===== src/rtl/difftest_step_batcher_pkg.sv =====
// Shared types and helpers for the deferred-result step batcher.
`ifndef CONFIG_DIFFTEST_STEPWIDTH
`define CONFIG_DIFFTEST_STEPWIDTH 8
`endif

package difftest_step_pkg;

    localparam int STEP_W_DEFAULT = `CONFIG_DIFFTEST_STEPWIDTH;
    localparam int MAX_STEP       = (1 << STEP_W_DEFAULT) - 1;

    typedef enum logic [1:0] {RUN, DRAIN, HALT} state_e;

    // Clamp an accumulated count to the largest value one step beat can carry.
    function automatic logic [31:0] sat_step(input logic [31:0] sum, input logic [31:0] max_step);
        return (sum > max_step) ? max_step : sum;
    endfunction

endpackage


===== src/rtl/difftest_step_batcher_if.sv =====
// Commit-in / step-out bundle between the core, the batcher and deferred control.
interface difftest_step_batcher_if #(
    parameter int STEP_W  = 8,
    parameter int COUNT_W = 4
);
    logic               commit_valid;
    logic [COUNT_W-1:0] commit_count;
    logic               flush_req;
    logic [7:0]         simv_result;
    logic [STEP_W-1:0]  step;
    logic               flush_done;
    logic               halted;
    logic [7:0]         halt_code;
    logic               dropped;

    modport master (
        output commit_valid, commit_count, flush_req, simv_result,
        input  step, flush_done, halted, halt_code, dropped
    );

    modport slave (
        input  commit_valid, commit_count, flush_req, simv_result,
        output step, flush_done, halted, halt_code, dropped
    );
endinterface


===== src/rtl/difftest_step_batcher_timer.sv =====
// Idle counter: counts cycles since the last emission, saturating at TIMEOUT-1.
module difftest_step_timer #(
    parameter int TIMEOUT = 1024
) (
    input  logic clock,
    input  logic reset,
    input  logic clear,
    input  logic enable,
    output logic expire
);
    localparam int TW = ($clog2(TIMEOUT) > 0) ? $clog2(TIMEOUT) : 1;
    localparam logic [TW-1:0] LAST = TW'(TIMEOUT - 1);

    logic [TW-1:0] count;

    always_ff @(posedge clock) begin
        if (reset || clear)
            count <= '0;
        else if (enable && count != LAST)
            count <= count + 1'b1;
    end

    assign expire = (count == LAST);
endmodule


===== src/rtl/difftest_step_batcher.sv =====
// Batches per-cycle commit counts into nonzero step beats; drains on flush, freezes on a
// nonzero software result.
module difftest_step_batcher
    import difftest_step_pkg::*;
#(
    parameter int STEP_W  = STEP_W_DEFAULT,
    parameter int COUNT_W = 4,
    parameter int BATCH   = 64,
    parameter int TIMEOUT = 1024
) (
    input logic                    clock,
    input logic                    reset,
    difftest_step_batcher_if.slave io
);
    localparam int AW = STEP_W + COUNT_W + 1;
    localparam logic [AW-1:0] MAX_S   = {{(AW-STEP_W){1'b0}}, {STEP_W{1'b1}}};
    localparam logic [AW-1:0] BATCH_A = AW'(BATCH);

    state_e        state, state_nxt;
    logic [AW-1:0] acc, acc_nxt, sum, e;
    logic          emit, done, halt_now, expire;

    assign sum = acc + (io.commit_valid ? AW'(io.commit_count) : '0);
    assign e   = AW'(sat_step(32'(sum), 32'(MAX_S)));

    difftest_step_timer #(.TIMEOUT(TIMEOUT)) u_timer (
        .clock  (clock),
        .reset  (reset),
        .clear  (emit || state == DRAIN),
        .enable (state == RUN),
        .expire (expire)
    );

    always_comb begin
        state_nxt = state;
        acc_nxt   = acc;
        emit      = 1'b0;
        done      = 1'b0;
        halt_now  = 1'b0;
        case (state)
            RUN: begin
                acc_nxt = sum;
                if (io.simv_result != 8'd0) begin
                    halt_now  = 1'b1;
                    state_nxt = HALT;
                end else if (io.flush_req) begin
                    // Empty flush completes immediately without entering DRAIN.
                    if (sum != '0) begin
                        emit      = 1'b1;
                        state_nxt = DRAIN;
                    end else begin
                        done = 1'b1;
                    end
                end else if (sum >= BATCH_A || (expire && sum != '0)) begin
                    emit = 1'b1;
                end
            end
            DRAIN: begin
                acc_nxt = sum;
                if (io.simv_result != 8'd0) begin
                    halt_now  = 1'b1;
                    state_nxt = HALT;
                end else if (sum != '0) begin
                    emit = 1'b1;
                end else begin
                    done      = 1'b1;
                    state_nxt = RUN;
                end
            end
            HALT: ;
            default: state_nxt = RUN;
        endcase
        if (emit)
            acc_nxt = sum - e;
    end

    always_ff @(posedge clock) begin
        if (reset) begin
            state         <= RUN;
            acc           <= '0;
            io.step       <= '0;
            io.flush_done <= 1'b0;
            io.halted     <= 1'b0;
            io.halt_code  <= 8'd0;
            io.dropped    <= 1'b0;
        end else begin
            state         <= state_nxt;
            acc           <= acc_nxt;
            io.step       <= emit ? e[STEP_W-1:0] : '0;
            io.flush_done <= done;
            if (halt_now) begin
                io.halted    <= 1'b1;
                io.halt_code <= io.simv_result;
            end
            if (state == HALT && io.commit_valid && io.commit_count != '0)
                io.dropped <= 1'b1;
        end
    end
endmodule


===== src/flat_wrapper.sv =====
// flat-port wrapper written by rule: the top's interface ports become plain ports
module difftest_step_batcher_flat import difftest_step_pkg::*;
#(
    parameter int STEP_W  = STEP_W_DEFAULT,
    parameter int COUNT_W = 4,
    parameter int BATCH   = 64,
    parameter int TIMEOUT = 1024
)
  (clock, reset, io_commit_valid, io_commit_count, io_flush_req, io_simv_result, io_step, io_flush_done, io_halted, io_halt_code, io_dropped);
  difftest_step_batcher_if #(.STEP_W(STEP_W), .COUNT_W(COUNT_W)) io_i ();
  input logic clock;
  input logic reset;
  input wire logic [$bits(io_i.commit_valid)-1:0] io_commit_valid;
  input wire logic [$bits(io_i.commit_count)-1:0] io_commit_count;
  input wire logic [$bits(io_i.flush_req)-1:0] io_flush_req;
  input wire logic [$bits(io_i.simv_result)-1:0] io_simv_result;
  output wire logic [$bits(io_i.step)-1:0] io_step;
  output wire logic [$bits(io_i.flush_done)-1:0] io_flush_done;
  output wire logic [$bits(io_i.halted)-1:0] io_halted;
  output wire logic [$bits(io_i.halt_code)-1:0] io_halt_code;
  output wire logic [$bits(io_i.dropped)-1:0] io_dropped;
  assign io_i.commit_valid = io_commit_valid;
  assign io_i.commit_count = io_commit_count;
  assign io_i.flush_req = io_flush_req;
  assign io_i.simv_result = io_simv_result;
  assign io_step = io_i.step;
  assign io_flush_done = io_i.flush_done;
  assign io_halted = io_i.halted;
  assign io_halt_code = io_i.halt_code;
  assign io_dropped = io_i.dropped;
  difftest_step_batcher #(.STEP_W(STEP_W), .COUNT_W(COUNT_W), .BATCH(BATCH), .TIMEOUT(TIMEOUT)) u_core (.clock(clock), .reset(reset), .io(io_i));
endmodule

===== config.mk =====
export PLATFORM = sky130hd
export DESIGN_NAME = difftest_step_batcher_flat
export DESIGN_NICKNAME = d
export VERILOG_FILES = /design/src/rtl/difftest_step_batcher_pkg.sv /design/src/rtl/difftest_step_batcher_if.sv /design/src/rtl/difftest_step_batcher_timer.sv /design/src/rtl/difftest_step_batcher.sv /design/src/flat_wrapper.sv
export SDC_FILE = /design/constraint.sdc
export NUM_CORES = 1
export LEC_CHECK = 0
export ABC_AREA = 1
export CAP_MARGIN = 10
export CORE_AREA = 5 5 66 92
export DETAILED_ROUTE_END_ITERATION = 6
export DIE_AREA = 0 0 71 97
export MAX_ROUTING_LAYER = met4
export PLACE_DENSITY = 0.75
export SETUP_SLACK_MARGIN = 0.02
export SYNTH_ARGS = -nofsm -noshare
export SYNTH_HDL_FRONTEND = slang
export SYNTH_SLANG_ARGS = --single-unit

===== constraint.sdc =====
create_clock -name clock -period 4.23 [get_ports clock]
set_clock_uncertainty 0.05 [all_clocks]
set_input_delay 0.423 -clock clock [delete_from_list [all_inputs] [get_ports clock]]
set_output_delay 0.423 -clock clock [all_outputs]
set_load 0.05 [all_outputs]

Word-level counts from Yosys, hierarchy flattened
Index checks and enable logic that the tools add are counted.
{"block": "totals", "wordCells": 60, "out_inout_bits": 19, "register_bits": 44, "input_bits": 16}
{"block": "classes", "n_bitwise": 2, "mux": 23, "n_reduce_logical": 15, "magnitude_cmp": 2, "eq_ne": 7, "add_sub_neg": 3}
{"op": "13-bit two-way mux", "n": 3}
{"op": "13-bit adder", "n": 1}
{"op": "13-bit by 7-bit greater-or-equal comparator with 1-bit output (second input constant)", "n": 1}
{"op": "13-bit by 8-bit > comparator with 1-bit output (second input constant)", "n": 1}
{"op": "13-bit nonzero test", "n": 1}
{"op": "13-bit subtractor", "n": 1}
{"op": "1-bit two-way mux", "n": 11}
{"op": "10-bit by 1-bit adder with 10-bit output (second input constant)", "n": 1}
{"op": "10-bit == test (second input constant)", "n": 1}
{"op": "2-bit two-way mux", "n": 5}
{"op": "10-bit inequality test (second input constant)", "n": 1}
{"op": "8-bit nonzero test", "n": 1}
{"op": "2-bit one-hot mux with 3 select lines", "n": 1}
{"op": "1-bit logical AND", "n": 4}
{"op": "4-bit two-way mux", "n": 1}
{"op": "1-bit one-hot mux with 2 select lines", "n": 2}
{"op": "4-bit AND reduction", "n": 1}
{"op": "4-bit nonzero test", "n": 1}
{"op": "2-bit OR reduction", "n": 2}
{"op": "1-bit logical OR", "n": 3}
{"op": "3-bit by 1-bit inequality test with 1-bit output (second input constant)", "n": 1}
{"op": "3-bit by 2-bit inequality test with 1-bit output (second input constant)", "n": 1}
{"op": "3-bit inequality test (second input constant)", "n": 1}
{"op": "2-bit by 1-bit == test with 1-bit output (second input constant)", "n": 1}
{"op": "other kinds (4)", "n": 5}

Depth between registers and ports, before layout
Gate-level depths: netlist of run 1.
{"block": "depth", "word_depth": 11, "ltp_mapped": 25, "mapped_depth_nobuf": 24}

Modules after synthesis
A second synthesis of run 1 with hierarchy kept.
{"block": "unflattened", "cells_unflattened": 453, "area_unflattened_um2": 2857.7}
{"mod": "difftest_step_batcher", "n_inst": 1, "cells_each": 365, "seq_area_each_um2": 680.7, "area_each_um2": 2278.4}
{"mod": "difftest_step_timer", "n_inst": 1, "cells_each": 88, "seq_area_each_um2": 200.2, "area_each_um2": 579.3}

Least setup slack after synthesis of run 1
Ideal clock, no wire load.
{"block": "synth_path", "path_kind": "input to register", "startpoint": "input port io_commit_count[0]", "endpoint": "register u_core.acc[12]", "t_arrival_ps": 2931, "t_required_ps": 4071, "stages": 23, "n_path_buf": 1, "setup_time_ps": 109, "slack_ps": 1140, "cell_sequence": "nand2_1 inv_1 ha_1 inv_1 fa_1 inv_1 nand3_2 nand2_4 nand2_2 o21ai_4 inv_2 nor2_8 nand3_4 buf_6 nand2_1 ha_1 nand2_1 nor2_2 inv_2 nand4_1 nand3_1 nand2_1 inv_1"}
{"block": "synth_via", "elab_chain_cells": 10, "elab_cells_between_ends": 18}
{"element": "start, declared", "line": "flat_wrapper.sv:14", "text": "input wire logic [$bits(io_i.commit_count)-1:0] io_commit_count;"}
{"element": "4-bit two-way mux *", "line": "difftest_step_batcher.sv:23", "text": "assign sum = acc + (io.commit_valid ? AW'(io.commit_count) : '0);"}
{"element": "13-bit adder *", "line": "difftest_step_batcher.sv:23"}
{"element": "branches (longest 8 deep; another with 13-bit by 8-bit > comparator with 1-bit output)"}
{"element": "end signal, assigned", "line": "difftest_step_batcher.sv:88", "text": "acc <= acc_nxt;"}
{"element": "end, declared", "line": "difftest_step_batcher.sv:20", "text": "logic [AW-1:0] acc, acc_nxt, sum, e;"}
Mark *: on every way between the ends. The select of a mux whose other input is x is not followed.
A chain may end at the register's enable or synchronous reset.

Worst setup path after layout of run 1
{"block": "layout_path", "startpoint": "input port io_commit_valid", "endpoint": "register u_core.acc[8]"}
{"block": "layout_via", "elab_chain_cells": 10, "elab_cells_between_ends": 18}
{"element": "start, declared", "line": "flat_wrapper.sv:13", "text": "input wire logic [$bits(io_i.commit_valid)-1:0] io_commit_valid;"}
{"element": "4-bit two-way mux *", "line": "difftest_step_batcher.sv:23"}
{"element": "13-bit adder *", "line": "difftest_step_batcher.sv:23"}
{"element": "branches (longest 8 deep; another with 13-bit by 8-bit > comparator with 1-bit output)"}
Marked as above.

==> flow_summary_export.csv, run 1 <==
group,metric,value,unit
detailed_routing,drtPass1Iterations,5,
run_status,outcome,"finished, final reports clean",
timing,setup_viol,0,
synthesis,ys.flop_type,"dfxtp_1",
hold_path,hold_path.class,"reg -> reg",
power_and_ir_drop,internal-power,737,uW
global_route,antenna_found_initial,0,
clock_network,hold_buffers,0,
placed_design,place_hpwl,5.47,mm
finish,num_antenna_cells,0,
timing,timing.final.crit_share,86.1,%
setup_path,crit_path_end_kind,"flip-flop",
job,cap_violations,0,
power_and_ir_drop,swShare,33.8,%
clock_network,cts.path.max_buffers,2,
global_route,grt_pass1_wl,11.8,mm
synthesis,ys_types,40,
synthesis,postSynthNetCount,437,
synthesis,yosysTopAreaCell,"dfxtp_1",
floorplan,io_pins,35,
synthesis,synth_edf_count,0,
power_and_ir_drop,clkPwrFrac,30.9,%
timing,max_freq,0.275,GHz
floorplan,core,5120,um^2
timing,tns,0,ps
detailed_routing,routedWlPerCell,13.7,um
finish,postLayoutCellArea,3290,um^2
detailed_routing,drtIter0Drc,199,
finish,fin_cells,515,
clock_network,cts.sinks,44,
power_and_ir_drop,power_leakage,1.44,nW
power_and_ir_drop,vdd_ir_drop_max,0.257,mV
global_route,overflow,0,
clock_network,h-tree-depth,2,
clock_network,cts_tree,"built",
synthesis,synth_area_leaders,"dfxtp_1, nand2_1, nand3_1, inv_1, nor2_1",
timing,drv_slew,0,
floorplan,die_x,71,um
finish,drive_gt1_share,10.0,%
clock_network,cts_root_buf,"clkbuf_8",
clock_network,clk_pin_slew_worst_paths,80,ps
synthesis,syn_inst,414,
synthesis,synth.avg_cell_area,6.76,um^2
global_route,grt_max_degree,20,
detailed_routing,vias,2775,
placed_design,gp_congestion,0.914,
power_and_ir_drop,combPwrFrac,27.7,%
clock_network,clk_latency,310,ps
power_and_ir_drop,seqPwrFrac,41.4,%
setup_path,critPathRequiredTime,4390,ps
setup_path,crit_fanout,15,
clock_network,post_cts_buffers,0,
synthesis,syn_area,2800,um^2
floorplan,dieArea,6890,um^2
timing,slew_headroom,57.3,%
detailed_routing,via_per_inst,5.39,
detailed_routing,postRouteWirelength,7.05,mm
synthesis,yosys_warnings,0,
finish,layout.nets,471,
finish,syn2layout_area_growth,17.7,%
floorplan,start_util,54.7,%
setup_path,cp-start-kind,"input pin",
placed_design,dpl.cell_count,507,
timing,rsz0062_at_grt,"false",
timing,hold_viol_final,0,
setup_path,critPathArrivalTime,3800,ps
synthesis,seq_area_frac_synth,31.5,%
synthesis,synth-seq-cells,44,
placed_design,placed_cell_area,3170,um^2
power_and_ir_drop,powerDensity,338,nW/um^2
floorplan,rows,31,
detailed_routing,ant_nets,0,
clock_network,cts_resized,0,
global_route,grt_usage,21.6,%
synthesis,synthArstFlopShare,0,%
placed_design,portBuffers,34,
global_route,grt_pass1_vias,2698,
synthesis,synth.top_cell.area_share,31.5,%
timing,finalCriticalPeriod,3640,ps
timing,max_slew.worst_pin.slew,636,ps
power_and_ir_drop,p_total,1.11,mW
setup_path,path_class,"in -> reg",
finish,fillCellCount,486,
power_and_ir_drop,switchingPower,376,uW
floorplan,die_h,97,um
detailed_routing,drcViolationCount,0,
clock_network,cts-buffers-inserted,5,
-- sequential cells by signal, summed over array words and instances, names as in the netlist --
| signal | flops |
|---|---|
| u_core.acc | 13 |
| u_core.io.dropped | 1 |
| u_core.io.flush_done | 1 |
| u_core.io.halt_code | 8 |
| u_core.io.halted | 1 |
| u_core.io.step | 8 |
| u_core.state | 2 |
| u_core.u_timer.count | 10 |
-- metal layers --
metal	wire (um)	global-route usage, %	vias up	part of all wire (%)
met5	0	-	-	0
met4	219	9.99	0	3.1
met3	355	3.94	17	5.0
met2	3610	37.6	84	51
met1	2870	23.3	1275	41
li1	-	-	1399	-
-- cells by family (layout without fill, tap and decap cells) --
family                   after synthesis  in the layout  share of synthesized area (%)
AND/OR/NAND/NOR                      221            221                           38.3
adder cells (fa/ha/maj)                7              7                           3.40
AO/OA/AOI/OAI                         63             63                           13.1
XOR/XNOR                              12             12                           4.02
buffers and inverters                 67            102                           9.79
flip-flops                            44             44                           31.5
-- area by class of cell --
type	instances	area (um^2)	share of cell area [%]
Inverter	60	225	6.84
Sequential cell	44	881	26.7
Tap cell	66	82.6	2.51
Clock inverter	2	38.8	1.18
Clock buffer	6	82.6	2.51
Timing Repair Buffer	34	340	10.3
Multi-Input combinational cell	303	1640	49.9
-- cells in the mapped netlist, types with 2 or more instances --
cell      count
nor2_1       47
nand2_4       2
inv_2         4
xnor2_1       4
nor4_1        2
nand2_2      11
ha_1          6
xor2_1        7
o21ai_0      24
nand3_1      42
nand3_4       2
nor2_2        4
buf_6         3
dfxtp_1      44
clkinv_1      5
nand2_1      92
nand4_1       6
nand3_2       2
a21oi_2       2
nor3_1        3
inv_1        51
clkbuf_1      4
nand4_4       2
a21oi_1      24
o21ai_1       6
-- worst max-delay path: stages --
cell and delay [ps]:
clkdlybuf4s50_1 530, nand2_1 70, inv_1 60, ha_1 190, inv_1 70, fa_1 410, inv_1 120, nand3_2 110
nand2_4 130, nand2_2 80, o21ai_4 180, inv_2 90, nor2_8 160, nand3_4 190, nand2_1 150, ha_1 210
nand2_1 110, nor2_2 180, inv_2 70, nand3_1 90, nand3_1 80, nand2_1 70, inv_1 40
-- stage by stage --
stage	utilization [%]	setup slack (ps)	hold slack [ps]
after floorplan	-	1140	408
after global placement	62.0	430	404
after detailed placement	62.0	314	408
after CTS	64.3	631	427
after global routing	64.3	323	455
final	64.3	587	430
-- worst paths after layout --
kind	startpoint	endpoint	slack, ps	cells after the start
min	u_core.io.halted$_SDFFE_PP0P_	u_core.io.halted$_SDFFE_PP0P_	430	2
max reg2reg	u_core.acc[0]$_SDFFE_PP0P_	u_core.acc[8]$_SDFFE_PP0P_	940	20
max	io_commit_valid	u_core.acc[8]$_SDFFE_PP0P_	590	23
min reg2reg	u_core.io.halted$_SDFFE_PP0P_	u_core.io.halted$_SDFFE_PP0P_	430	2
-- cells in the final DEF, fill, tap and decap left out, types with 2 or more instances in the layout --
cell type         n
ha_1              6
nand4_4           2
inv_2             4
clkdlybuf4s50_1  34
clkbuf_8          6
clkinv_1          5
o21ai_0          24
a21oi_1          24
nand3_4           2
nand4_1           6
nand2_2          11
xor2_1            7
nand2_4           2
a21oi_2           2
nand3_2           2
nor4_1            2
xnor2_1           4
inv_1            51
nand3_1          42
nor2_2            4
dfxtp_1          44
nand2_1          92
o21ai_1           6
nor2_1           47
nor3_1            3
-- power by group through the flow --
stage	sequential [mW]	clock, mW	combinational, mW
after floorplan	0.487	0	0.209
after global placement	0.469	0	0.303
after detailed placement	0.469	0	0.305
after CTS	0.460	0.352	0.307
after global routing	0.463	0.367	0.342
final	0.460	0.344	0.308
Note: power is estimated with default switching activity, not from simulation.
==> run 2, diff against run 1 <==
--- a/config.mk
+++ b/config.mk
@@ -8,6 +8,7 @@
 export ABC_AREA = 1
 export CAP_MARGIN = 10
 export CORE_AREA = 5 5 66 92
+export CTS_CLUSTER_SIZE = 20
 export DETAILED_ROUTE_END_ITERATION = 6
 export DIE_AREA = 0 0 71 97
 export MAX_ROUTING_LAYER = met4
==> results of run 2 <==
Same layout as run 1: the final DEF is identical, and so are final timing and power.
